$ cat src/rtl/lcd_timing_pkg.sv
// Shared constants and types for the LCD raster timing driver:
// standard timing sets, coordinate width, sync polarity and pixel layout.
package lcd_timing_pkg;

  localparam int unsigned COORD_W = 11;

  localparam logic SYNC_ACTIVE_LOW  = 1'b0;
  localparam logic SYNC_ACTIVE_HIGH = 1'b1;

  // 640x480 @ 60 Hz, 25.175 MHz pixel clock
  localparam int unsigned T640_H_SYNC  = 96;
  localparam int unsigned T640_H_BACK  = 48;
  localparam int unsigned T640_H_DISP  = 640;
  localparam int unsigned T640_H_FRONT = 16;
  localparam int unsigned T640_V_SYNC  = 2;
  localparam int unsigned T640_V_BACK  = 33;
  localparam int unsigned T640_V_DISP  = 480;
  localparam int unsigned T640_V_FRONT = 10;

  // 1024x768 @ 60 Hz, 65 MHz pixel clock
  localparam int unsigned T1024_H_SYNC  = 136;
  localparam int unsigned T1024_H_BACK  = 160;
  localparam int unsigned T1024_H_DISP  = 1024;
  localparam int unsigned T1024_H_FRONT = 24;
  localparam int unsigned T1024_V_SYNC  = 6;
  localparam int unsigned T1024_V_BACK  = 29;
  localparam int unsigned T1024_V_DISP  = 768;
  localparam int unsigned T1024_V_FRONT = 3;

  typedef enum logic [1:0] {
    REGION_SYNC,
    REGION_BACK,
    REGION_DISP,
    REGION_FRONT
  } axis_region_e;

  typedef struct packed {
    logic [7:0] r;
    logic [7:0] g;
    logic [7:0] b;
  } rgb_t;

  function automatic int unsigned axis_total(input int unsigned sync, input int unsigned back,
                                             input int unsigned disp, input int unsigned front);
    return sync + back + disp + front;
  endfunction

endpackage

$ cat src/rtl/lcd_timing_driver_axis_counter.sv
// One raster axis: free-running counter with wrap flag plus region and
// request-window decode. The request window leads the display window by LEAD counts.
module lcd_axis_counter
  import lcd_timing_pkg::*;
#(
  parameter int unsigned SYNC  = 96,
  parameter int unsigned BACK  = 48,
  parameter int unsigned DISP  = 640,
  parameter int unsigned FRONT = 16,
  parameter int unsigned LEAD  = 0
) (
  input  logic               clk_i,
  input  logic               rst_ni,
  input  logic               en_i,
  output logic               wrap_o,
  output logic               sync_o,
  output logic               disp_o,
  output logic               req_o,
  output logic [COORD_W-1:0] pos_o
);

  localparam int unsigned TOTAL = axis_total(SYNC, BACK, DISP, FRONT);
  localparam int unsigned XW    = COORD_W + 1;

  localparam logic [COORD_W-1:0] LAST      = COORD_W'(TOTAL - 1);
  localparam logic [COORD_W-1:0] REQ_BASE  = COORD_W'(SYNC + BACK - LEAD);
  // One extra bit so window ends equal to 2048 still compare correctly.
  localparam logic [XW-1:0]      SYNC_END  = XW'(SYNC);
  localparam logic [XW-1:0]      DISP_BEG  = XW'(SYNC + BACK);
  localparam logic [XW-1:0]      DISP_END  = XW'(SYNC + BACK + DISP);
  localparam logic [XW-1:0]      REQ_BEG   = XW'(SYNC + BACK - LEAD);
  localparam logic [XW-1:0]      REQ_END   = XW'(SYNC + BACK - LEAD + DISP);

  logic [COORD_W-1:0] cnt_q;
  logic [COORD_W-1:0] cnt_d;
  logic [XW-1:0]      cnt_x;
  axis_region_e       region;

  assign cnt_x = {1'b0, cnt_q};

  always_comb begin
    cnt_d  = cnt_q;
    wrap_o = en_i && (cnt_q == LAST);
    if (en_i) begin
      cnt_d = wrap_o ? '0 : cnt_q + COORD_W'(1);
    end
  end

  always_ff @(posedge clk_i or negedge rst_ni) begin
    if (!rst_ni) begin
      cnt_q <= '0;
    end else begin
      cnt_q <= cnt_d;
    end
  end

  always_comb begin
    region = REGION_FRONT;
    if (cnt_x < SYNC_END) begin
      region = REGION_SYNC;
    end else if (cnt_x < DISP_BEG) begin
      region = REGION_BACK;
    end else if (cnt_x < DISP_END) begin
      region = REGION_DISP;
    end
  end

  assign sync_o = (region == REGION_SYNC);
  assign disp_o = (region == REGION_DISP);
  assign req_o  = (cnt_x >= REQ_BEG) && (cnt_x < REQ_END);
  assign pos_o  = req_o ? (cnt_q - REQ_BASE) : '0;

endmodule

$ cat src/rtl/lcd_timing_driver.sv
// Raster timing generator: issues pixel coordinates ahead of the display window by
// DATA_LATENCY so returning pixel data lines up with data-enable, then registers all pins.
module lcd_timing_driver
  import lcd_timing_pkg::*;
#(
  parameter int unsigned H_SYNC       = T640_H_SYNC,
  parameter int unsigned H_BACK       = T640_H_BACK,
  parameter int unsigned H_DISP       = T640_H_DISP,
  parameter int unsigned H_FRONT      = T640_H_FRONT,
  parameter int unsigned V_SYNC       = T640_V_SYNC,
  parameter int unsigned V_BACK       = T640_V_BACK,
  parameter int unsigned V_DISP       = T640_V_DISP,
  parameter int unsigned V_FRONT      = T640_V_FRONT,
  parameter logic        SYNC_POL     = SYNC_ACTIVE_LOW,
  parameter int unsigned DATA_LATENCY = 1
) (
  input  logic               iCLK,
  input  logic               iRST_N,
  input  logic [23:0]        lcd_data,
  output logic [COORD_W-1:0] lcd_xpos,
  output logic [COORD_W-1:0] lcd_ypos,
  output logic               lcd_request,
  output logic               lcd_hs,
  output logic               lcd_vs,
  output logic               lcd_de,
  output logic [23:0]        lcd_rgb,
  output logic               frame_start
);

  logic               h_wrap, h_sync, h_disp, h_req;
  logic               v_wrap, v_sync, v_disp, v_req;
  logic [COORD_W-1:0] h_pos, v_pos;

  lcd_axis_counter #(
    .SYNC  (H_SYNC),
    .BACK  (H_BACK),
    .DISP  (H_DISP),
    .FRONT (H_FRONT),
    .LEAD  (DATA_LATENCY)
  ) u_h_axis (
    .clk_i  (iCLK),
    .rst_ni (iRST_N),
    .en_i   (1'b1),
    .wrap_o (h_wrap),
    .sync_o (h_sync),
    .disp_o (h_disp),
    .req_o  (h_req),
    .pos_o  (h_pos)
  );

  lcd_axis_counter #(
    .SYNC  (V_SYNC),
    .BACK  (V_BACK),
    .DISP  (V_DISP),
    .FRONT (V_FRONT),
    .LEAD  (0)
  ) u_v_axis (
    .clk_i  (iCLK),
    .rst_ni (iRST_N),
    .en_i   (h_wrap),
    .wrap_o (v_wrap),
    .sync_o (v_sync),
    .disp_o (v_disp),
    .req_o  (v_req),
    .pos_o  (v_pos)
  );

  // Request path is combinational from the counters; the lead absorbs fetch latency.
  assign lcd_request = h_req & v_req;
  assign lcd_xpos    = v_req ? h_pos : '0;
  assign lcd_ypos    = v_pos;

  logic hs_q, hs_d;
  logic vs_q, vs_d;
  logic de_q, de_d;
  rgb_t rgb_q, rgb_d;
  logic frame_q, frame_d;
  // High while the counters sit at (0,0); the registered copy is frame_start.
  logic frame_pend_q, frame_pend_d;

  always_comb begin
    hs_d         = h_sync ? SYNC_POL : ~SYNC_POL;
    vs_d         = v_sync ? SYNC_POL : ~SYNC_POL;
    de_d         = h_disp & v_disp;
    rgb_d        = de_d ? rgb_t'(lcd_data) : '0;
    frame_d      = frame_pend_q;
    frame_pend_d = h_wrap & v_wrap;
  end

  always_ff @(posedge iCLK or negedge iRST_N) begin
    if (!iRST_N) begin
      hs_q         <= ~SYNC_POL;
      vs_q         <= ~SYNC_POL;
      de_q         <= 1'b0;
      rgb_q        <= '0;
      frame_q      <= 1'b0;
      frame_pend_q <= 1'b1;
    end else begin
      hs_q         <= hs_d;
      vs_q         <= vs_d;
      de_q         <= de_d;
      rgb_q        <= rgb_d;
      frame_q      <= frame_d;
      frame_pend_q <= frame_pend_d;
    end
  end

  assign lcd_hs      = hs_q;
  assign lcd_vs      = vs_q;
  assign lcd_de      = de_q;
  assign lcd_rgb     = rgb_q;
  assign frame_start = frame_q;

endmodule
$ cat config.mk
export PLATFORM = sky130hd
export DESIGN_NAME = lcd_timing_driver
export DESIGN_NICKNAME = d
export VERILOG_FILES = /design/src/rtl/lcd_timing_pkg.sv /design/src/rtl/lcd_timing_driver_axis_counter.sv /design/src/rtl/lcd_timing_driver.sv
export SDC_FILE = /design/constraint.sdc
export NUM_CORES = 1
export LEC_CHECK = 0
export BUFFER_PORTS_ARGS = -buffer_cell sky130_fd_sc_hd__buf_2
export CAP_MARGIN = 5
export CORE_MARGIN = 10
export CORE_UTILIZATION = 52
export CTS_BUF_LIST = sky130_fd_sc_hd__clkbuf_8
export CTS_CLUSTER_SIZE = 28
export DETAILED_ROUTE_END_ITERATION = 7
export PLACE_DENSITY_LB_ADDON = 0.3
export SYNTH_ARGS = -nofsm -noshare
export SYNTH_HDL_FRONTEND = slang
export SYNTH_SLANG_ARGS = --single-unit
$ cat constraint.sdc
create_clock -name iCLK -period 3.4 [get_ports iCLK]
set_input_delay 0.51 -clock iCLK [delete_from_list [all_inputs] [get_ports iCLK]]
set_output_delay 0.51 -clock iCLK [all_outputs]
set_load 0.02 [all_outputs]
==> results of run 1 <==
Yosys cell counts (5+ instances only):
master and number:
xor2_1 7, a21oi_1 10, nand4_1 10, nand3_1 12, inv_1 8, xnor2_1 11
buf_6 5, nor3b_1 5, nor2_1 17, buf_2 9, nand2_1 12, clkbuf_1 5
dfrtp_1 48, and3_1 5, nor3b_2 22, nor3_2 15, o21ai_0 11, nor3_1 5
metal layers:
layer | wire (um) | part of all wire
met4 | 46 | 0.0068
met3 | 407 | 0.060
met2 | 3680 | 0.54
met5 | 0 | 0
met1 | 2630 | 0.39
worst max-delay path, stage by stage (launching register included):
cell and delay [ns]:
dfrtp_1 0.53, a2111oi_4 0.49, and4_4 0.31, a21oi_2 0.05, buf_4 0.20, nor4_1 0.26
buf_2 0.21
cells by family after synthesis:
logic type | after synthesis | share of synthesized area
simple gates | 122 | 0.325
flops | 51 | 0.443
compound gates | 41 | 0.105
buf+inv | 29 | 0.0563
xor+xnor | 18 | 0.0545
fa+ha+maj | 3 | 0.0130
mux | 1 | 0.00346
path summary, 6_finish.rpt:
kind	start	end	slack, ns	cells past startpoint
hold / removal	iRST_N	u_h_axis.cnt_q[0]	0.25	1
max in group asynchronous	iRST_N	frame_d	2.36	2
setup reg to reg	u_h_axis.cnt_q[5]	lcd_rgb[3]	1.32	4
hold reg to reg	frame_d	frame_start	0.40	0
setup / recovery	u_v_axis.cnt_q[2]	lcd_xpos[7]	0.53	6
min in group iCLK	frame_d	frame_start	0.40	0
power groups by stage:
stage / Clock (mW) / Sequential (mW) / Combinational (mW)
final: 0.377 / 0.606 / 0.0295
after global routing: 0.411 / 0.606 / 0.0331
after detailed placement: 0 / 0.618 / 0.0306
after global placement: 0 / 0.618 / 0.0298
after CTS: 0.391 / 0.606 / 0.0307
after floorplan: 0 / 0.618 / 0.00497
flip-flops by register name, summed over array words and instances, names as in the netlist:
| register | cells |
|---|---|
| frame_d | 1 |
| frame_start | 1 |
| lcd_de | 1 |
| lcd_hs | 1 |
| lcd_rgb | 24 |
| lcd_vs | 1 |
| u_h_axis.cnt_q | 11 |
| u_v_axis.cnt_q | 11 |
through the flow:
| step | hold slack [ns] | power [mW] |
|---|---|---|
| 2_1_floorplan | 0.214 | 0.623 |
| 3_3_place_gp | 0.392 | 0.648 |
| 3_5_place_dp | 0.386 | 0.649 |
| 4_1_cts | 0.268 | 1.03 |
| 5_1_grt | 0.291 | 1.05 |
| 6_report | 0.246 | 1.01 |
cell type report:
class,instances,area (um2)
Fill cell,460,2070
Multi-Input combinational cell,185,1450
Sequential cell,51,1280
Timing Repair Buffer,82,425
Tap cell,72,90.1
Clock buffer,6,82.6
Inverter,8,30.0
Clock inverter,2,16.3
==> impl_results.md, run 1 <==
- Synth area leader: dfrtp_1
- Clock-pin slew on the worst setup and hold paths: 0.10 ns
- CP Launch Type: flip-flop
- Synthesized cell area: 2890 um2
- Initial antenna violation count: 0
- Largest fanout on the critical path: 14
- Synth top area share: 0.416
- Met2 Use GR: 0.268
- Vias per cell: 5.39
- Relative slew slack: 0.360
- Yosys reg bits: 51
- Die height: 94.6 um
- Crit Path Class: reg -> out
- PortBufs: 76
- Synth top area cells: dfrtp_1 (42%), nor3b_2 (9.5%), nor3_2 (5.2%), xnor2_1 (3.3%), dfstp_2 (2.7%)
- # IOs: 77
- Synth warn: 0
- Net Sw Frac: 0.222
- Core Area: 5440 um2
- Seq/Total Area, Yosys: 0.443
- P_leak: 1.55 nW
- Initial Util: 0.531
- Critical path endpoint category: output port
- First-pass DRT Iterations: 4
- Net count, final: 362
- GPL Wtd Cong: 0.825
- TritonCTS buffer count: 5
- Min-Delay Path Class: in -> async
- First-pass GRT wire length: 11.0 mm
- CTS H-tree depth: 2
- DRT iter0 DRCs: 153
- Commonest non-fill, non-tap cell in the layout: buf_2
- Fin cells: 406
- Fin crit share: 0.844
- Dpl cell area: 3270 um2
- Clk_lat worst skew: 0.31 ns
- Comb pwr share: 0.029
- Peak VDD IR: 0.205 mV
- Clock share of power: 0.372
- Slew at the pin closest to its max-slew limit: 0.959 ns
- Diodes inserted: 0
- Via count: 2189
- Deepest clock path buffer count: 2
- Power Internal: 788 uW
- Aggregate global-route resource usage: 0.152
- Final worst setup slack: 0.530 ns
- Final Util: 0.620
- Routed len/inst: 16.6 um
- Fin. max-slew vios: 0
- Most frequent cells in the layout: buf_2 (76), dfrtp_1 (48), nor3b_2 (22)
- Met3 usage: 0.0484
- Fin area: 3370 um2
- Setup violators final: 0
- Place WS: 0.886 ns
- Post-CTS resize count: 0
- Post-synth EDFFs: 0
- Gr ovfl total: 0
- Met1 usage: 0.170
- Post-layout minimum cycle time: 2.87 ns
- Fin. Hold Viols: 0
- Post-synth cell types: 48
- Die area: 8940 um2
- Final HPWL DP: 5.01 mm
- Root buffer cell: clkbuf_8
- Post-synth top flop: dfrtp_1
- DRC errors left: 0
- Worst path arrival time: 2.36 ns
- Placed Cells: 398
- Max cap viols: 0
- Routed Antenna Nets: 0
- PD cells: 300 nW/um2
- Post-CTS Setup Bufs: 0
- Most Used Layer, Global Route: met2
- CP Data Required Time: 2.89 ns
- Synth-to-Final Area Change: 16.7%
- Sum of negative setup slack: 0 ns
- Syn nets: 294
- CTS Hold Bufs: 0
- Flop pwr share: 0.598
- CTS tree: built
- Layout Skew: 0.00679 ns
- Cell Rows: 27
- Die X: 94.6 um
- RSZ-0062 raised after global routing: no
- Fmax: 348 MHz
- Layout cells sized above 1: 0.422
- Detailed Route WL: 6.76 mm
- Synth Instances: 265
- Mapped Avg Cell Area: 10.9 um2
- Status: finished clean
- Largest net degree at the start of global routing: 33
- Vias in the first global route: 2210
- Asr flop ratio synth: 1.00
- Net Switching: 225 uW
- Clock sink count: 51
(Power assumes the default switching activity.)
==> run 2, diff against run 1 <==
==> constraint.sdc (replaced) <==
create_clock -name iCLK -period 2.8 [get_ports iCLK]
set_input_delay 0.42 -clock iCLK [delete_from_list [all_inputs] [get_ports iCLK]]
set_output_delay 0.42 -clock iCLK [all_outputs]
set_load 0.02 [all_outputs]
==> run 2 against run 1 <==
  * Register-to-register slack got worse by 0.57 ns
  * Highest routed layer unchanged
  * Largest cell class unchanged
  * Clock power rose by 13%
  * Wire length rose by 4.3%
==> impl_results.md, run 2 (synthesis gave the netlist of run 1 again) <==
- WP buf/inv: 2
- # fillers: 463
- Core Area: 5440 um2
- Relative slew slack: 0.349
- Initial antenna violation count: 0
- Die height: 94.6 um
- Peak VDD IR: 0.225 mV
- Worst path arrival time: 2.20 ns
- # IOs: 77
- GPL Wtd Cong: 0.852
- First-pass DRT Iterations: 4
- Largest fanout on the critical path: 21
- Gr ovfl total: 0
- Crit Path Class: reg -> out
- Clock sink count: 51
- Vias per cell: 5.42
- Multi-input gate area: 1460 um2
- Die X: 94.6 um
- Aggregate global-route resource usage: 0.155
- Fin crit share: 0.935
- Status: finished clean
- Fin. max-slew vios: 0
- RSZ-0062 raised after global routing: no
- PortBufs: 76
- Routed len/inst: 17.2 um
- Clk_lat worst skew: 0.31 ns
- Family with the most delay on the worst path: simple AND/OR/NAND/NOR gates
- Layout Skew: 0.0102 ns
- Synth-to-Final Area Change: 18.3%
- Largest net degree at the start of global routing: 35
- Routed Antenna Nets: 0
- DRC errors left: 0
- Deepest clock path buffer count: 2
- CP Launch Type: flip-flop
- Slew at the pin closest to its max-slew limit: 0.976 ns
- FF-to-FF path depth: 5
- Min-Delay Path Class: in -> async
- Most frequent cells in the layout: buf_2 (76), dfrtp_1 (47), nor3b_2 (22)
- Detailed Route WL: 7.05 mm
- Reg2reg start: u_h_axis.cnt_q[0]
- Final HPWL DP: 5.19 mm
- DRT iter0 DRCs: 77
- Setup violators final: 0
- Crit Reg-Reg Endpoint: u_v_axis.cnt_q[9]
- Sum of negative setup slack: 0 ns
- Net count, final: 366
- CTS Hold Bufs: 0
- CTS tree: built
- R2R Setup Slk: 0.75 ns
- Slowest cell on crit path: dfrtp_1
- PD cells: 351 nW/um2
- Via count: 2224
- Sequential cell area: 1280 um2
- P_leak: 1.58 nW
- Comb pwr share: 0.030
- PnR Total Power: 1.20 mW
- CTS H-tree depth: 2
- First-pass GRT wire length: 11.3 mm
- Diodes inserted: 0
- TritonCTS buffer count: 5
- Clock share of power: 0.356
- Initial Util: 0.531
- Layout cells sized above 1: 0.438
- CP Data Required Time: 2.38 ns
- Vias in the first global route: 2266
- Post-layout minimum cycle time: 2.62 ns
- Net Switching: 269 uW
- Max cap viols: 0
- Post-CTS resize count: 0
- Clock-pin slew on the worst setup and hold paths: 0.10 ns
- Flop pwr share: 0.614
- Net Sw Frac: 0.225
- Commonest non-fill, non-tap cell in the layout: buf_2
- Fin. Hold Viols: 0
- Fmax: 382 MHz
- Cell Rows: 27
- Post-CTS Setup Bufs: 0
- Root buffer cell: clkbuf_8
- Max FFs per register: 24
- Critical path endpoint category: output port
- Slowest Stage Delay on Critical Path: 0.52 ns
- Power Internal: 929 uW
- CP Cell Sequence: a2111oi_4 -> and4_4 -> a21oi_2 -> buf_12 -> nor4_1 -> buf_2
- Fin Hold WS: 0.0291 ns
- Die area: 8940 um2
==> run 2: power by group through the flow <==
stage               Sequential (mW)  Combinational [mW]  Clock (mW)
floorplan                     0.751             0.00603           0
global placement              0.751              0.0364           0
detailed placement            0.751              0.0370           0
CTS                           0.736              0.0373       0.442
global route                  0.736              0.0408       0.467
finish                        0.736              0.0357       0.427
==> run 2: final cells by class <==
cell class	instances	area share
clock buffer	5	0.0201
clock inverter	3	0.00585
inverter	8	0.00878
multi-input combinational	185	0.427
sequential	51	0.375
tap	72	0.0263
timing repair buffer	86	0.137
==> run 2: worst register-to-register path, delay by kind of cell (launching register included) <==
family                     cells  cell delay, ns
DFF                            1            0.45
adders and majority gates      1            0.23
AOI/OAI and AO/OA              1            0.10
and+or+nand+nor                3            1.18
==> run 2: worst max-delay path by stage <==
stage,to,slack [ns],start,cells after the start
after floorplan,lcd_xpos[7],0.40,u_v_axis.cnt_q[1],4
after global placement,lcd_ypos[8],0.51,u_v_axis.cnt_q[0],6
after detailed placement,lcd_ypos[8],0.41,u_v_axis.cnt_q[0],6
after CTS,lcd_ypos[8],0.06,u_v_axis.cnt_q[0],6
after global routing,lcd_xpos[7],0.02,u_v_axis.cnt_q[2],6
final,lcd_xpos[7],0.18,u_v_axis.cnt_q[4],6
==> run 2: per-stage QoR <==
stage / utilization / instance area, um2 / instances / setup slack (ns)
after CTS: 0.626 / 3400 / 410 / 0.0615
after global placement: 0.610 / 3320 / 402 / 0.512
final: 0.629 / 3420 / 410 / 0.181
after global routing: 0.629 / 3420 / 410 / 0.0189
after detailed placement: 0.610 / 3320 / 402 / 0.408
after floorplan: - / 2890 / 265 / 0.403
==> run 2: layer usage <==
layer / wire [um] / track usage / up-vias / part of all wire
met4: 99 / 0.0436 / 0 / 0.014
met3: 410 / 0.0436 / 8 / 0.058
li1: - / - / 1084 / -
met2: 3730 / 0.270 / 63 / 0.53
met5: 0 / 0 / - / 0
met1: 2800 / 0.183 / 1069 / 0.40
==> run 3, diff against run 2 <==
--- a/config.mk
+++ b/config.mk
@@ -7,8 +7,10 @@
 export LEC_CHECK = 0
 export BUFFER_PORTS_ARGS = -buffer_cell sky130_fd_sc_hd__buf_2
 export CAP_MARGIN = 5
+export CELL_PAD_IN_SITES_DETAIL_PLACEMENT = 0
+export CELL_PAD_IN_SITES_GLOBAL_PLACEMENT = 1
 export CORE_MARGIN = 10
-export CORE_UTILIZATION = 52
+export CORE_UTILIZATION = 42
 export CTS_BUF_LIST = sky130_fd_sc_hd__clkbuf_8
 export CTS_CLUSTER_SIZE = 28
 export DETAILED_ROUTE_END_ITERATION = 7
==> run 3 against run 2 <==
  * Sequential share of layout area down 0.36 points
  * Sequential power about the same
  * Critical path depth unchanged
  * First-iteration DRC count up 32%
  * Final cell count up 2.9%
  * Clock power about the same
  * Critical path type unchanged
==> impl_results.md, run 3 (synthesis gave the netlist of run 1 again) <==
- Status: finished clean
- Fin crit share: 0.952
- Vias in the first global route: 2262
- Crit Path Class: reg -> out
- Initial Util: 0.428
- Synth-to-Final Area Change: 19.4%
- Peak VDD IR: 0.183 mV
- Fin area: 3450 um2
- Layout cells sized above 1: 0.436
- Sequential cell area: 1280 um2
- Relative slew slack: 0.343
- Max FFs per register: 24
- CP Launch Point: u_h_axis.cnt_q[6]
- Crit Reg-Reg Endpoint: u_v_axis.cnt_q[9]
- Multi-input gate area: 1460 um2
- Post-layout minimum cycle time: 2.67 ns
- Routed Antenna Nets: 0
- # IOs: 77
- Dpl cell area: 3330 um2
- CTS tree: built
- Setup violators final: 0
- Commonest non-fill, non-tap cell in the layout: buf_2
- First-pass GRT wire length: 11.4 mm
- First-pass DRT Iterations: 4
- Core Area: 6760 um2
- Fmax: 375 MHz
- Clock sink count: 51
- Fin. max-slew vios: 0
- Slew at the pin closest to its max-slew limit: 0.985 ns
- TritonCTS buffer count: 5
- Max cap viols: 0
- Clock-pin slew on the worst setup and hold paths: 0.10 ns
- Fin Hold WS: 0.219 ns
- Initial antenna violation count: 0
- Largest fanout on the critical path: 9
- DRC errors left: 0
- Via count: 2230
- Critical path endpoint category: output port
- Cell Rows: 30
- Final worst setup slack: 0.135 ns
- GPL Wtd Cong: 0.879
- R2R Setup Slk: 0.76 ns
- P_leak: 1.61 nW
- Routed len/inst: 16.7 um
- Vias per cell: 5.28
- Placed Cells: 411
- Fin. Hold Viols: 0
- Reg2reg start: u_h_axis.cnt_q[0]
- Min-Delay Path Class: in -> async
- Final HPWL DP: 5.18 mm
- Aggregate global-route resource usage: 0.133
- Place WS: 0.445 ns
- Die height: 103 um
- Die X: 103 um
- CTS Hold Bufs: 0
- CTS H-tree depth: 2
- Layout Skew: 0.00855 ns
- Most frequent cells in the layout: buf_2 (76), dfrtp_1 (48), nor3b_2 (22)
- PortBufs: 76
- FF-to-FF path depth: 5
- Net count, final: 370
- Largest net degree at the start of global routing: 39
- PD cells: 349 nW/um2
- CP Data Required Time: 2.38 ns
- Clk_lat worst skew: 0.31 ns
- Worst setup endpoint: lcd_xpos[5]
- Detailed Route WL: 7.03 mm
- Worst path arrival time: 2.25 ns
- Diodes inserted: 0
- # fillers: 643
- Root buffer cell: clkbuf_8
- Fin cells: 422
- Sum of negative setup slack: 0 ns
- RSZ-0062 raised after global routing: no
- CP Launch Type: flip-flop
- Die area: 10600 um2
- Gr ovfl total: 0
- Deepest clock path buffer count: 2
- DRT iter0 DRCs: 102
[run 3: timing repair]
item,4_1_cts,5_1_grt
endpoints found under the setup margin,0,4
setup buffers,0,3
resized for setup,0,1
[run 3: stage by stage]
step	utilization	total power, mW
after floorplan	-	0.757
after global placement	0.493	0.787
after detailed placement	0.493	0.788
after CTS	0.506	1.22
after global routing	0.511	1.25
final	0.511	1.20
[run 3: power breakdown]
| group | internal, mW | leakage [nW] | total, mW | switching (mW) |
|---|---|---|---|---|
| Sequential | 0.736 | 0.687 | 0.736 | 0 |
| Combinational | 0.0187 | 0.871 | 0.0362 | 0.0175 |
| Clock | 0.174 | 0.0493 | 0.430 | 0.256 |
| Total | 0.929 | 1.61 | 1.20 | 0.274 |
[run 3: layout make-up]
type,count,area share
clock buffer,5,0.0199
sequential,51,0.371
tap,80,0.0290
clock inverter,3,0.00508
inverter,8,0.00871
multi-input combinational,185,0.422
timing repair buffer,90,0.144
[run 3: worst min path at each step]
stage	cells after the start	to	slack, ns
after floorplan	0	frame_start	0.12
after global placement	0	frame_start	0.38
after detailed placement	0	frame_start	0.38
after CTS	1	u_h_axis.cnt_q[3]	0.25
after global routing	1	lcd_rgb[15]	0.28
final	1	u_h_axis.cnt_q[3]	0.22
[run 3: metal layers]
metal	GRT usage	share of wire
met1	0.160	0.42
met2	0.229	0.53
met3	0.0308	0.043
met4	0.0417	0.0057
met5	0	0
[run 3: worst max-delay path: stages (launching register included)]
cell and delay, ns:
dfrtp_1 0.52, or3_4 0.41, nor3_2 0.18, o211ai_1 0.27, buf_4 0.24, nor3_2 0.14
buf_2 0.18
